<file path="config.mk">
export PLATFORM = sky130hd
export DESIGN_NAME = orange_b_solver
export DESIGN_NICKNAME = d
export VERILOG_FILES = /design/src/rtl/orange_b_solver.sv
export SDC_FILE = /design/constraint.sdc
export NUM_CORES = 1
export LEC_CHECK = 0
export ABC_CLOCK_PERIOD_IN_PS = 4550
export BUFFER_PORTS_ARGS = -buffer_cell sky130_fd_sc_hd__buf_2
export CAP_MARGIN = 20
export CORE_UTILIZATION = 60
export CTS_CLUSTER_SIZE = 25
export DETAILED_ROUTE_END_ITERATION = 10
export GPL_TIMING_DRIVEN = 0
export PLACE_DENSITY_LB_ADDON = 0.2
export SLEW_MARGIN = 20
export SYNTH_ARGS = -nofsm -noshare
export SYNTH_HDL_FRONTEND = slang
export SYNTH_SLANG_ARGS = --single-unit
</file>
<file path="constraint.sdc">
create_clock -name clk -period 4.55 [get_ports clk]
set_input_delay 0.6825 -clock clk [delete_from_list [all_inputs] [get_ports clk]]
set_output_delay 0.6825 -clock clk [all_outputs]
set_load 0.1 [all_outputs]
</file>
<file path="src/rtl/orange_b_solver.sv">
// orange_b_solver
// Scans the 5-bit input space {A,B,C,D,E} (A = bit 4) in ascending order and
// hands out every vector whose Orange_b value equals the requested target,
// honouring a set of pinned input bits. Matches are offered one at a time on
// a valid/ready output.
//
// Ports
//   clk, rst_n          clock, asynchronous active-low reset
//   start               begin a scan (only looked at while idle)
//   target              required function value, latched on accepted start
//   fix_mask, fix_val   pinned input bits/values, latched on accepted start
//   abort               cancel a running scan (no done pulse)
//   out_vec, out_valid  current matching vector and its valid flag
//   out_ready           consumer accepts out_vec
//   busy                high whenever the solver is not idle
//   done                one-cycle pulse when a scan completes
//   match_count         (only with ORANGE_B_SOLVER_COUNT_EN) handshakes in
//                       the most recent scan
//
// Configuration macro: ORANGE_B_SOLVER_COUNT_EN adds the match_count output.
module orange_b_solver (
    input  logic       clk,
    input  logic       rst_n,
    input  logic       start,
    input  logic       target,
    input  logic [4:0] fix_mask,
    input  logic [4:0] fix_val,
    input  logic       abort,
    output logic [4:0] out_vec,
    output logic       out_valid,
    input  logic       out_ready,
    output logic       busy,
`ifdef ORANGE_B_SOLVER_COUNT_EN
    output logic [5:0] match_count,
`endif
    output logic       done
);

    typedef enum logic [1:0] {IDLE, SCAN, EMIT, DONE} state_t;

    state_t     state_q, state_d;
    logic [4:0] index_q, index_d;
    logic       tgt_q, tgt_d;
    logic [4:0] mask_q, mask_d;
    logic [4:0] val_q, val_d;
    logic [4:0] out_vec_q, out_vec_d;
    logic       out_valid_q, out_valid_d;
    logic       busy_q, busy_d;
    logic       done_q, done_d;
    logic [5:0] cnt_q, cnt_d;

    function automatic logic orange_b(input logic [4:0] v);
        logic a, b, c, d, e;
        {a, b, c, d, e} = v;
        return (a & b & c) | (a & b & d) | (a & b & e) | (a & c & d) |
               (a & c & e) | ~(a | d | e) | (~b & ~c & d) | (~b & ~c & e) |
               (~b & ~d & ~e) | (~c & ~d & ~e);
    endfunction

    logic eligible;
    assign eligible = ((index_q & mask_q) == (val_q & mask_q)) &&
                      (orange_b(index_q) == tgt_q);

    always_comb begin
        state_d   = state_q;
        index_d   = index_q;
        tgt_d     = tgt_q;
        mask_d    = mask_q;
        val_d     = val_q;
        out_vec_d = out_vec_q;
        cnt_d     = cnt_q;
        case (state_q)
            IDLE: begin
                if (start) begin
                    state_d = SCAN;
                    index_d = '0;
                    tgt_d   = target;
                    mask_d  = fix_mask;
                    val_d   = fix_val;
                    cnt_d   = '0;
                end
            end
            SCAN: begin
                if (abort) begin
                    state_d = IDLE;
                end else if (eligible) begin
                    state_d   = EMIT;
                    out_vec_d = index_q;
                end else if (index_q == 5'd31) begin
                    state_d = DONE;
                end else begin
                    index_d = index_q + 5'd1;
                end
            end
            EMIT: begin
                // abort wins over a simultaneous handshake
                if (abort) begin
                    state_d = IDLE;
                end else if (out_ready) begin
                    cnt_d = cnt_q + 6'd1;
                    if (out_vec_q == 5'd31) begin
                        state_d = DONE;
                    end else begin
                        state_d = SCAN;
                        index_d = out_vec_q + 5'd1;
                    end
                end
            end
            DONE: state_d = IDLE;
            default: state_d = IDLE;
        endcase
        // Status outputs are registered images of the next state.
        out_valid_d = (state_d == EMIT);
        busy_d      = (state_d != IDLE);
        done_d      = (state_d == DONE);
    end

    always_ff @(posedge clk or negedge rst_n) begin
        if (!rst_n) begin
            state_q     <= IDLE;
            index_q     <= '0;
            tgt_q       <= 1'b0;
            mask_q      <= '0;
            val_q       <= '0;
            out_vec_q   <= '0;
            out_valid_q <= 1'b0;
            busy_q      <= 1'b0;
            done_q      <= 1'b0;
            cnt_q       <= '0;
        end else begin
            state_q     <= state_d;
            index_q     <= index_d;
            tgt_q       <= tgt_d;
            mask_q      <= mask_d;
            val_q       <= val_d;
            out_vec_q   <= out_vec_d;
            out_valid_q <= out_valid_d;
            busy_q      <= busy_d;
            done_q      <= done_d;
            cnt_q       <= cnt_d;
        end
    end

    assign out_vec   = out_vec_q;
    assign out_valid = out_valid_q;
    assign busy      = busy_q;
    assign done      = done_q;
`ifdef ORANGE_B_SOLVER_COUNT_EN
    assign match_count = cnt_q;
`else
    logic unused_cnt;
    assign unused_cnt = ^cnt_q;
`endif

endmodule
</file>
==> flow_summary_export.csv, run 1 <==
group,metric,value,unit
outcome,status,"completed",
worst_setup_path,r2r_slack,1650,ps
worst_setup_path,cp-start-kind,"register",
run,maxCapViolCount,0,
place,portBuffers,23,
clock_network,clk_latency,320,ps
worst_setup_path,worstPathRequired,4770,ps
floorplanning,ioPinCount,24,
floorplanning,die_w,52.5,µm
worst_setup_path,path_class,"reg -> reg",
worst_setup_path,cp_slowest_cell,"dfrtp_1",
synth,avgSynthCellArea,10.6,µm²
final_layout,layout-drive-gt1-share,31.0,%
pwr,power_density,649,mW/mm²
clock_network,clk_root_buffer_cell,"clkbuf_4",
global_routing,grt_antenna_before_repair,0,
worst_setup_path,worst-path-max-fanout,10,
place,placed_cells,196,
synth,synth_top_family_by_area,"simple AND/OR/NAND/NOR gates",
global_routing,grt_pass1_wl,5.17,mm
final_layout,antenna_cells,0,
clock_network,cts_resized,0,
final_layout,final-seq-area,651,µm²
routing,wl_per_cell,15.3,µm
synth,synth_edf_count,0,
sta,clock-skew-final,2.33,ps
floorplanning,row_count,17,
floorplanning,core-area,0.00230,mm²
clock_network,cts_buffer_depth,2,
sta,setup_viol,0,
sta,rsz0062_at_grt,"no",
global_routing,grt_overflow,0,
sta,finalHoldViolations,0,
worst_setup_path,cp.depth,10,
worst_setup_path,cpMostUsedCell,"ha_1",
place,gp_congestion,0.903,
pwr,ir_drop,483,µV
synth,yosys.area_share.simple,15.0,%
place,hpwlAfterDp,2.31,mm
worst_setup_path,startpoint,"state_q[0]",
synth,muxShareOfSynthArea,14.6,%
pwr,p_leak,0.835,nW
synth,synth.area.top_cells,"dfrtp_1 43%, mux2_2 13%, ha_1 4.9%",
clock_network,ctsHoldBuffers,0,
final_layout,layout.nets,195,
global_routing,grt_usage,26.7,%
routing,dr.pass1.iters,4,
floorplanning,die_height,52.5,µm
worst_setup_path,end_kind,"register",
clock_network,htreeDepth,1,
synth,synth.net_count,167,
sta,slew_headroom,62.0,%
worst_setup_path,endpoint,"index_q[2]",
clock_network,cts-buffers-inserted,3,
synth,synth-compound-area-share,14.0,%
routing,wirelength,3.05,mm
final_layout,multi_input_area,805,µm²
routing,viasPerCell,5.87,
clock_network,clk_pin_slew,130,ps
routing,drc_errors,0,
synth,syn_inst,145,
synth,yosysSeqAreaShare,42.5,%
routing,drt_iter0_markers,26,
clock_network,postCtsSetupBuffers,0,
sta,fin_crit,2900,ps
synth,synth_cell_type_count,42,
synth,synth_area,0.00153,mm²
synth,synth_seq_cells,26,
sta,slew_viol_final,0,
worst_setup_path,regToRegStartpoint,"state_q[0]",
global_routing,grt_pass1_vias,1188,
routing,vias,1168,
final_layout,area_growth,11.3,%
sta,min_period_over_period,63.8,%
worst_setup_path,crit_arrival,3120,ps
synth,synth-xor-area-share,4.01,%
final_layout,layout_common_cells,"26 x buf_2, 26 x dfrtp_1, 17 x mux2_2",
synth,synthFlopType,"dfrtp_1",
sta,tightest_slew,564,ps
routing,detail-route-antenna-nets,0,
synth,yosys_warnings,0,
sta,timing.fmax,0.345,GHz
hold_path,hp-class,"in -> async",
sta,totalNegativeSetupSlack,0,ps
final_layout,finalNonFillerCells,199,
worst_setup_path,max_stage_delay,450,ps
synth,yosysTopAreaCellShare,42.5,%
global_routing,grt_max_degree,27,
final_layout,final_util,74.1,%
synth,async_reset_ff_share,100,%
worst_setup_path,path_buf_inv,2,
worst_setup_path,path_cells,"inv_1 > ha_1 > buf_2 > mux2_2 > ha_1 > and3b_1 > o21ai_0 > nand4_1 > o221a_2 > a31o_2",
clock_network,tritoncts,"done",
worst_setup_path,reg2reg_to,"index_q[2]",
final_layout,num-fill-cells,186,
clock_network,cts.sinks,26,
floorplanning,start_util,66.6,%
worst_setup_path,reg2regPathDepth,10,
worst_setup_path,cp_top_family,"compound AO/OA/AOI/OAI gates",
synth,synth_fa_ha_area_share,4.91,%
floorplanning,die-area,0.00276,mm²
synth,synth.largest_area_cell,"dfrtp_1",
[logic make-up after synthesis]
logic type      after synthesis
mux                          20
compound gates               26
xor+xnor                      7
flops                        26
fa+ha+maj                     6
buf+inv                      17
simple gates                 43
[layout make-up]
| cell class | instances | area share, % |
|---|---|---|
| inverters | 12 | 2.65 |
| plain buffers | 5 | 1.76 |
| multi-input cells | 102 | 47.2 |
| repair buffers | 23 | 6.76 |
| well taps | 28 | 2.06 |
| flip-flops and latches | 26 | 38.2 |
| clock buffers | 3 | 1.32 |
[synthesized netlist by cell type (2+ instances only)]
library cell  count
ha_1              6
a21oi_1           2
and3_1            2
nand4_1           2
a31oi_1           2
nand3_1           6
o21ai_0           5
nor2_1           12
inv_1            12
xnor2_1           2
xor2_1            5
nand2_1           7
o2bb2ai_1         2
mux2_2           17
mux2_1            2
nor3_1            2
dfrtp_1          26
a22oi_1           3
nand2b_1          2
a211oi_1          2
buf_2             3
nor2b_1           3
[worst register-to-register path, stage by stage (launching register included)]
cell and delay, ps:
dfrtp_1 450, inv_1 130, ha_1 290, buf_2 260
mux2_2 370, ha_1 250, and3b_1 190, o21ai_0 220
nand4_1 130, o221a_2 290, a31o_2 210
[registers in the layout (all words and copies together) (netlist names)]
register   count
busy           1
done           1
index_q        5
mask_q         5
out_valid      1
out_vec        5
state_q        2
tgt_q          1
val_q          5
[worst min-delay path by stage]
stage / end / slack [ps] / depth (start not counted)
detailed placement: mask_q[1] / 500 / 1
finish: out_vec[3] / 340 / 1
global route: index_q[3] / 370 / 1
floorplan: busy / 390 / 0
global placement: mask_q[0] / 490 / 1
CTS: index_q[3] / 350 / 1
[through the flow]
step	worst slack, ps	total power [mW]	hold slack (ps)	cell area (µm²)
after floorplan	1960	0.888	387	1530
after global placement	1770	0.987	489	1680
after detailed placement	1680	1.01	498	1680
after CTS	1670	1.11	346	1700
after global routing	1480	1.18	374	1700
final	1650	1.11	336	1700
[metal layers]
layer / vias to the layer above / part of all wire (%) / track usage [%]
met5: - / 0 / 0
met4: 0 / 2.5 / 12.7
met3: 7 / 4.9 / 3.48
met2: 36 / 50 / 45.6
met1: 553 / 43 / 33.0
li1: 572 / - / -
[report_power, final]
group          total (mW)  switching (mW)  internal [mW]  leakage [nW]
Clock              0.0948          0.0637         0.0311        0.0138
Sequential          0.391          0.0729          0.318         0.331
Combinational       0.620           0.391          0.229         0.490
Total                1.11           0.528          0.578         0.835
No activity file was read; power rests on OpenSTA's default activity.
==> run 2, diff against run 1 <==
--- a/config.mk
+++ b/config.mk
@@ -5,10 +5,10 @@
 export SDC_FILE = /design/constraint.sdc
 export NUM_CORES = 1
 export LEC_CHECK = 0
-export ABC_CLOCK_PERIOD_IN_PS = 4550
+export ABC_CLOCK_PERIOD_IN_PS = 2440
 export BUFFER_PORTS_ARGS = -buffer_cell sky130_fd_sc_hd__buf_2
 export CAP_MARGIN = 20
-export CORE_UTILIZATION = 60
+export CORE_UTILIZATION = 50
 export CTS_CLUSTER_SIZE = 25
 export DETAILED_ROUTE_END_ITERATION = 10
 export GPL_TIMING_DRIVEN = 0
==> constraint.sdc (replaced) <==
create_clock -name clk -period 2.44 [get_ports clk]
set_input_delay 0.366 -clock clk [delete_from_list [all_inputs] [get_ports clk]]
set_output_delay 0.366 -clock clk [all_outputs]
set_load 0.1 [all_outputs]
==> flow_summary_export.csv, run 2 (synthesis results as in run 1) <==
group,metric,value,unit
worst_setup_path,cp_slowest_cell,"dfrtp_1",
routing,met1_length,1.38,mm
worst_setup_path,cpMostUsedCell,"ha_4",
sta,rsz0062_at_grt,"no",
global_routing,grt_pass1_vias,1166,
clock_network,tritoncts,"done",
global_routing,grt_antenna_before_repair,0,
floorplanning,ioPinCount,24,
floorplanning,start_util,54.1,%
final_layout,layout_common_cells,"25 x buf_2, 25 x dfrtp_1, 16 x mux2_2",
worst_setup_path,endpoint,"index_q[2]",
worst_setup_path,end_kind,"register",
clock_network,htreeDepth,1,
final_layout,finalInstanceArea,0.00180,mm²
sta,tightest_slew,573,ps
final_layout,area_growth,17.4,%
outcome,status,"completed",
routing,viasPerCell,5.78,
clock_network,ctsHoldBuffers,0,
worst_setup_path,cp.depth,10,
routing,top_layer,"met4",
final_layout,multi_input_area,850,µm²
place,gp_congestion,0.841,
clock_network,clk_pin_slew,120,ps
global_routing,grt_max_degree,27,
run,maxCapViolCount,0,
sta,slew_viol_final,0,
global_routing,grt_overflow,0,
worst_setup_path,r2r_slack,110,ps
final_layout,layout.nets,200,
routing,dr.pass1.iters,4,
floorplanning,die-area,0.00329,mm²
sta,timing.hold.ws,42.8,ps
global_routing,grt_usage,20.4,%
clock_network,cts.sinks,26,
worst_setup_path,path_buf_inv,2,
floorplanning,row_count,19,
routing,detail-route-antenna-nets,0,
final_layout,antenna_cells,0,
worst_setup_path,startpoint,"state_q[0]",
clock_network,cts_buffer_depth,2,
floorplanning,die_height,57.3,µm
final_layout,layout-drive-gt1-share,36.9,%
clock_network,cts-buffers-inserted,3,
floorplanning,core-area,0.00283,mm²
clock_network,clk_root_buffer_cell,"clkbuf_4",
global_routing,grt_pass1_wl,5.24,mm
pwr,ir_drop,558,µV
worst_setup_path,path_class,"reg -> reg",
worst_setup_path,max_stage_delay,410,ps
sta,worst_slack,111,ps
sta,min_period_over_period,95.5,%
final_layout,num-fill-cells,230,
place,hpwlAfterDp,2.24,mm
sta,slew_headroom,61.8,%
place,placed_cell_area,0.00170,mm²
routing,wl_met3,122,µm
worst_setup_path,path_cells,"inv_2 > ha_4 > buf_6 > mux2_4 > ha_4 > and3b_1 > o21ai_2 > nand4_1 > o221a_2 > a31o_2",
sta,finalHoldViolations,0,
pwr,p_leak,0.856,nW
worst_setup_path,cp-start-kind,"register",
floorplanning,die_w,57.3,µm
place,preCtsSetupSlack,-166,ps
routing,wl_per_cell,14.6,µm
sta,clock-skew-final,4.55,ps
sta,fin_crit,2330,ps
pwr,design_power_total,2.16,mW
clock_network,clk_latency,300,ps
pwr,power_density,1200,mW/mm²
sta,setup_viol,0,
worst_setup_path,worst-path-max-fanout,10,
routing,dr_wl_met2,1.49,mm
routing,drt_iter0_markers,38,
sta,timing.fmax,0.429,GHz
worst_setup_path,reg2reg_to,"index_q[2]",
worst_setup_path,crit_arrival,2530,ps
worst_setup_path,cp_top_family,"compound AO/OA/AOI/OAI gates",
place,portBuffers,23,
worst_setup_path,worstPathRequired,2640,ps
routing,vias,1197,
routing,wirelength,3.02,mm
final_layout,final-seq-area,652,µm²
worst_setup_path,regToRegStartpoint,"state_q[0]",
hold_path,hp-class,"in -> async",
worst_setup_path,reg2regPathDepth,10,
sta,totalNegativeSetupSlack,0,ps
routing,drc_errors,0,
[run 2: changes by cell type in the layout (fill, tap and decap cells not counted), sizes merged]
| cell | delta |
|---|---|
| buf | +5 |
[run 2: worst register-to-register path, cell delays in order (launching register included)]
cell and delay [ps]:
dfrtp_1 410, inv_2 100, ha_4 150, buf_6 130, mux2_4 320, ha_4 190, and3b_1 200, o21ai_2 130
nand4_1 110, o221a_2 280, a31o_2 210
[run 2: how the worst min path moves through the flow]
stage                            end  slack, ps  cells past startpoint
after floorplan                 busy         70                      0
after global placement    out_vec[2]        390                      1
after detailed placement  out_vec[2]        390                      1
after CTS                 out_vec[2]         50                      1
after global routing      out_vec[2]         70                      1
final                     out_vec[2]         40                      1
[run 2: layer usage]
| metal | GRT usage, % | vias up |
|---|---|---|
| met4 | 5.23 | 0 |
| met3 | 3.17 | 4 |
| li1 | - | 580 |
| met2 | 33.3 | 34 |
| met5 | 0 | - |
| met1 | 28.7 | 579 |
[run 2: power breakdown]
| group | total, mW | internal, mW | switching, mW |
|---|---|---|---|
| logic | 1.27 | 0.500 | 0.772 |
| registers | 0.725 | 0.594 | 0.131 |
| clock network | 0.163 | 0.0575 | 0.106 |
[run 2: layout make-up]
| type | count | area share (%) |
|---|---|---|
| clock buffer | 3 | 1.25 |
| multi-input combinational | 102 | 47.3 |
| tap | 31 | 2.16 |
| inverter | 12 | 2.51 |
| buffer | 5 | 2.02 |
| timing repair buffer | 28 | 8.50 |
| sequential | 26 | 36.3 |
[run 2: what timing repair did]
action                                 4_1_cts  5_1_grt
endpoints found under the hold margin        0        0
pin swaps                                    0        1
setup buffers                                2        3
setup endpoints to repair                    2        2
gates resized for setup                      4        5
[run 2: through the flow]
stage	util (%)	instances
2_1_floorplan	-	145
3_3_place_gp	60.1	199
3_5_place_dp	60.1	199
5_1_grt	63.5	207
4_1_cts	61.9	204
6_report	63.5	207
==> run 3, diff against run 2 <==
--- a/config.mk
+++ b/config.mk
@@ -5,7 +5,7 @@
 export SDC_FILE = /design/constraint.sdc
 export NUM_CORES = 1
 export LEC_CHECK = 0
-export ABC_CLOCK_PERIOD_IN_PS = 2440
+export ABC_AREA = 1
 export BUFFER_PORTS_ARGS = -buffer_cell sky130_fd_sc_hd__buf_2
 export CAP_MARGIN = 20
 export CORE_UTILIZATION = 50
==> flow_summary_export.csv, run 3 <==
group,metric,value,unit
outcome,status,"complete, but fails checks",
outcome,violations,"design-rule violations",
sta,min_period_over_period,83.1,%
pwr,power_density,1190,mW/mm²
global_routing,grt_overflow,0,
clock_network,clk_root_buffer_cell,"clkbuf_4",
sta,finalHoldViolations,0,
floorplanning,ioPinCount,24,
synth,synth-xor-area-share,0,%
global_routing,grt_antenna_before_repair,0,
synth,synthFlopType,"dfrtp_1",
clock_network,cts_buffer_depth,2,
place,preCtsSetupSlack,470,ps
worst_setup_path,r2r_slack,410,ps
sta,setup_viol,0,
synth,yosys_warnings,0,
synth,synth-compound-area-share,13.0,%
clock_network,htreeDepth,1,
sta,rsz0062_at_grt,"no",
synth,synth.area.top_cells,"dfrtp_1 43%, nand2_1 9.9%, ha_1 5.0%",
pwr,p_leak,0.855,nW
floorplanning,die-area,0.00324,mm²
floorplanning,row_count,19,
clock_network,tritoncts,"done",
global_routing,grt_max_degree,27,
routing,drc_errors,2,
routing,vias,1210,
synth,async_reset_ff_share,100,%
final_layout,layout.nets,224,
sta,clock-skew-final,3.01,ps
synth,yosysTopAreaCellShare,43.1,%
clock_network,cts.sinks,26,
synth,synth_cell_type_count,29,
worst_setup_path,reg2regPathDepth,11,
synth,synth.largest_area_cell,"dfrtp_1",
worst_setup_path,path_class,"reg -> reg",
final_layout,layout_commonest_cell,"nand2_1",
place,placed_cells,228,
hold_path,hp-class,"in -> async",
clock_network,cts_resized,0,
routing,dr.pass1.iters,9,
place,hpwlAfterDp,2.26,mm
clock_network,ctsHoldBuffers,0,
routing,wirelength,2.93,mm
synth,synth.net_count,196,
pwr,ir_drop,550,µV
run,maxCapViolCount,0,
global_routing,grt_usage,20.5,%
worst_setup_path,reg2reg_to,"index_q[4]",
floorplanning,start_util,53.8,%
synth,synth_fa_ha_area_share,4.97,%
routing,drt_iter0_markers,61,
worst_setup_path,startpoint,"state_q[0]",
clock_network,cts-buffers-inserted,3,
sta,slew_headroom,59.8,%
final_layout,antenna_cells,0,
synth,synth_seq_cells,26,
routing,wl_met3,143,µm
sta,timing.hold.ws,5.23,ps
final_layout,area_growth,13.7,%
clock_network,postCtsSetupBuffers,0,
worst_setup_path,end_kind,"register",
worst_setup_path,crit_arrival,2310,ps
final_layout,finalNonFillerCells,232,
synth,yosys.area_share.simple,29.0,%
synth,muxShareOfSynthArea,3.73,%
worst_setup_path,worstPathRequired,2720,ps
place,gp_congestion,0.830,
global_routing,grt_pass1_wl,5.08,mm
synth,avgSynthCellArea,8.68,µm²
floorplanning,core-area,0.00281,mm²
place,portBuffers,23,
routing,top_layer,"met4",
clock_network,clk_latency,330,ps
floorplanning,die_height,57.0,µm
synth,syn_inst,174,
routing,dr_wl_met2,1.44,mm
global_routing,grt_pass1_vias,1147,
final_layout,layout-drive-gt1-share,30.8,%
sta,totalNegativeSetupSlack,0,ps
routing,viasPerCell,5.22,
sta,tightest_slew,603,ps
clock_network,clk_pin_slew,140,ps
synth,yosysSeqAreaShare,43.1,%
sta,fin_crit,2030,ps
sta,timing.fmax,0.493,GHz
synth,synth_common_cells,"40 x nand2_1, 26 x dfrtp_1, 16 x inv_1, 14 x o21ai_1, 13 x nor2_1",
sta,slew_viol_final,0,
routing,wl_per_cell,12.6,µm
routing,met1_length,1.29,mm
synth,synth_area,0.00151,mm²
routing,detail-route-antenna-nets,0,
final_layout,num-fill-cells,256,
final_layout,layout_common_cells,"40 x nand2_1, 26 x dfrtp_1, 23 x buf_2",
worst_setup_path,regToRegStartpoint,"state_q[0]",
sta,worst_slack,412,ps
floorplanning,die_w,57.0,µm
synth,synth_edf_count,0,
synth,yosysMostFrequentCell,"nand2_1",
worst_setup_path,cp-start-kind,"register",
synth,synth_top_family_by_area,"simple AND/OR/NAND/NOR gates",
worst_setup_path,worst-path-max-fanout,10,
==> run 3: how the worst max path moves through the flow <==
stage	endpoint	slack, ps	depth (start not counted)
finish	index_q[4]	410	11
global route	index_q[4]	200	11
CTS	index_q[4]	420	11
detailed placement	index_q[4]	470	11
global placement	index_q[4]	520	12
floorplan	index_q[4]	490	9
==> run 3: through the flow <==
step	utilization [%]	total power [mW]	instance area [µm²]
6_report	61.2	2.04	1720
5_1_grt	61.2	2.19	1720
4_1_cts	61.2	2.06	1720
3_5_place_dp	59.3	1.76	1660
3_3_place_gp	59.3	1.73	1660
2_1_floorplan	-	1.56	1510
==> run 3: kinds of logic after synthesis <==
family          Yosys count
simple gates             80
compound gates           33
flops                    26
buf+inv                  24
fa+ha+maj                 6
mux                       5
==> run 3: critical path, cell delays in order (launching register included) <==
cell	delay, ps
dfrtp_1	470
inv_1	110
ha_1	220
buf_4	170
o21ai_1	200
ha_1	180
inv_1	60
nor2_2	110
nand2_1	80
a21boi_0	150
o21ai_0	100
o21ai_1	120
==> run 3: routing by layer <==
metal | global-route usage (%) | up-vias
li1 | - | 618
met1 | 28.3 | 558
met2 | 32.8 | 29
met3 | 2.27 | 5
met4 | 9.41 | 0
met5 | 0 | -
==> run 3: layout make-up <==
type	count	area, µm²	share of cell area [%]
plain buffers	2	11.3	0.656
clock buffers	3	22.5	1.31
clock inverters	1	30.0	1.75
inverters	22	82.6	4.81
multi-input cells	124	766	44.6
flip-flops and latches	26	651	37.9
well taps	31	38.8	2.26
repair buffers	23	115	6.71
==> run 3: report_power, final <==
part	switching [mW]	internal (mW)	leakage (nW)
clock	0.136	0.166	0.0279
combinational	0.733	0.318	0.500
sequential	0.110	0.579	0.327
total	0.979	1.06	0.855
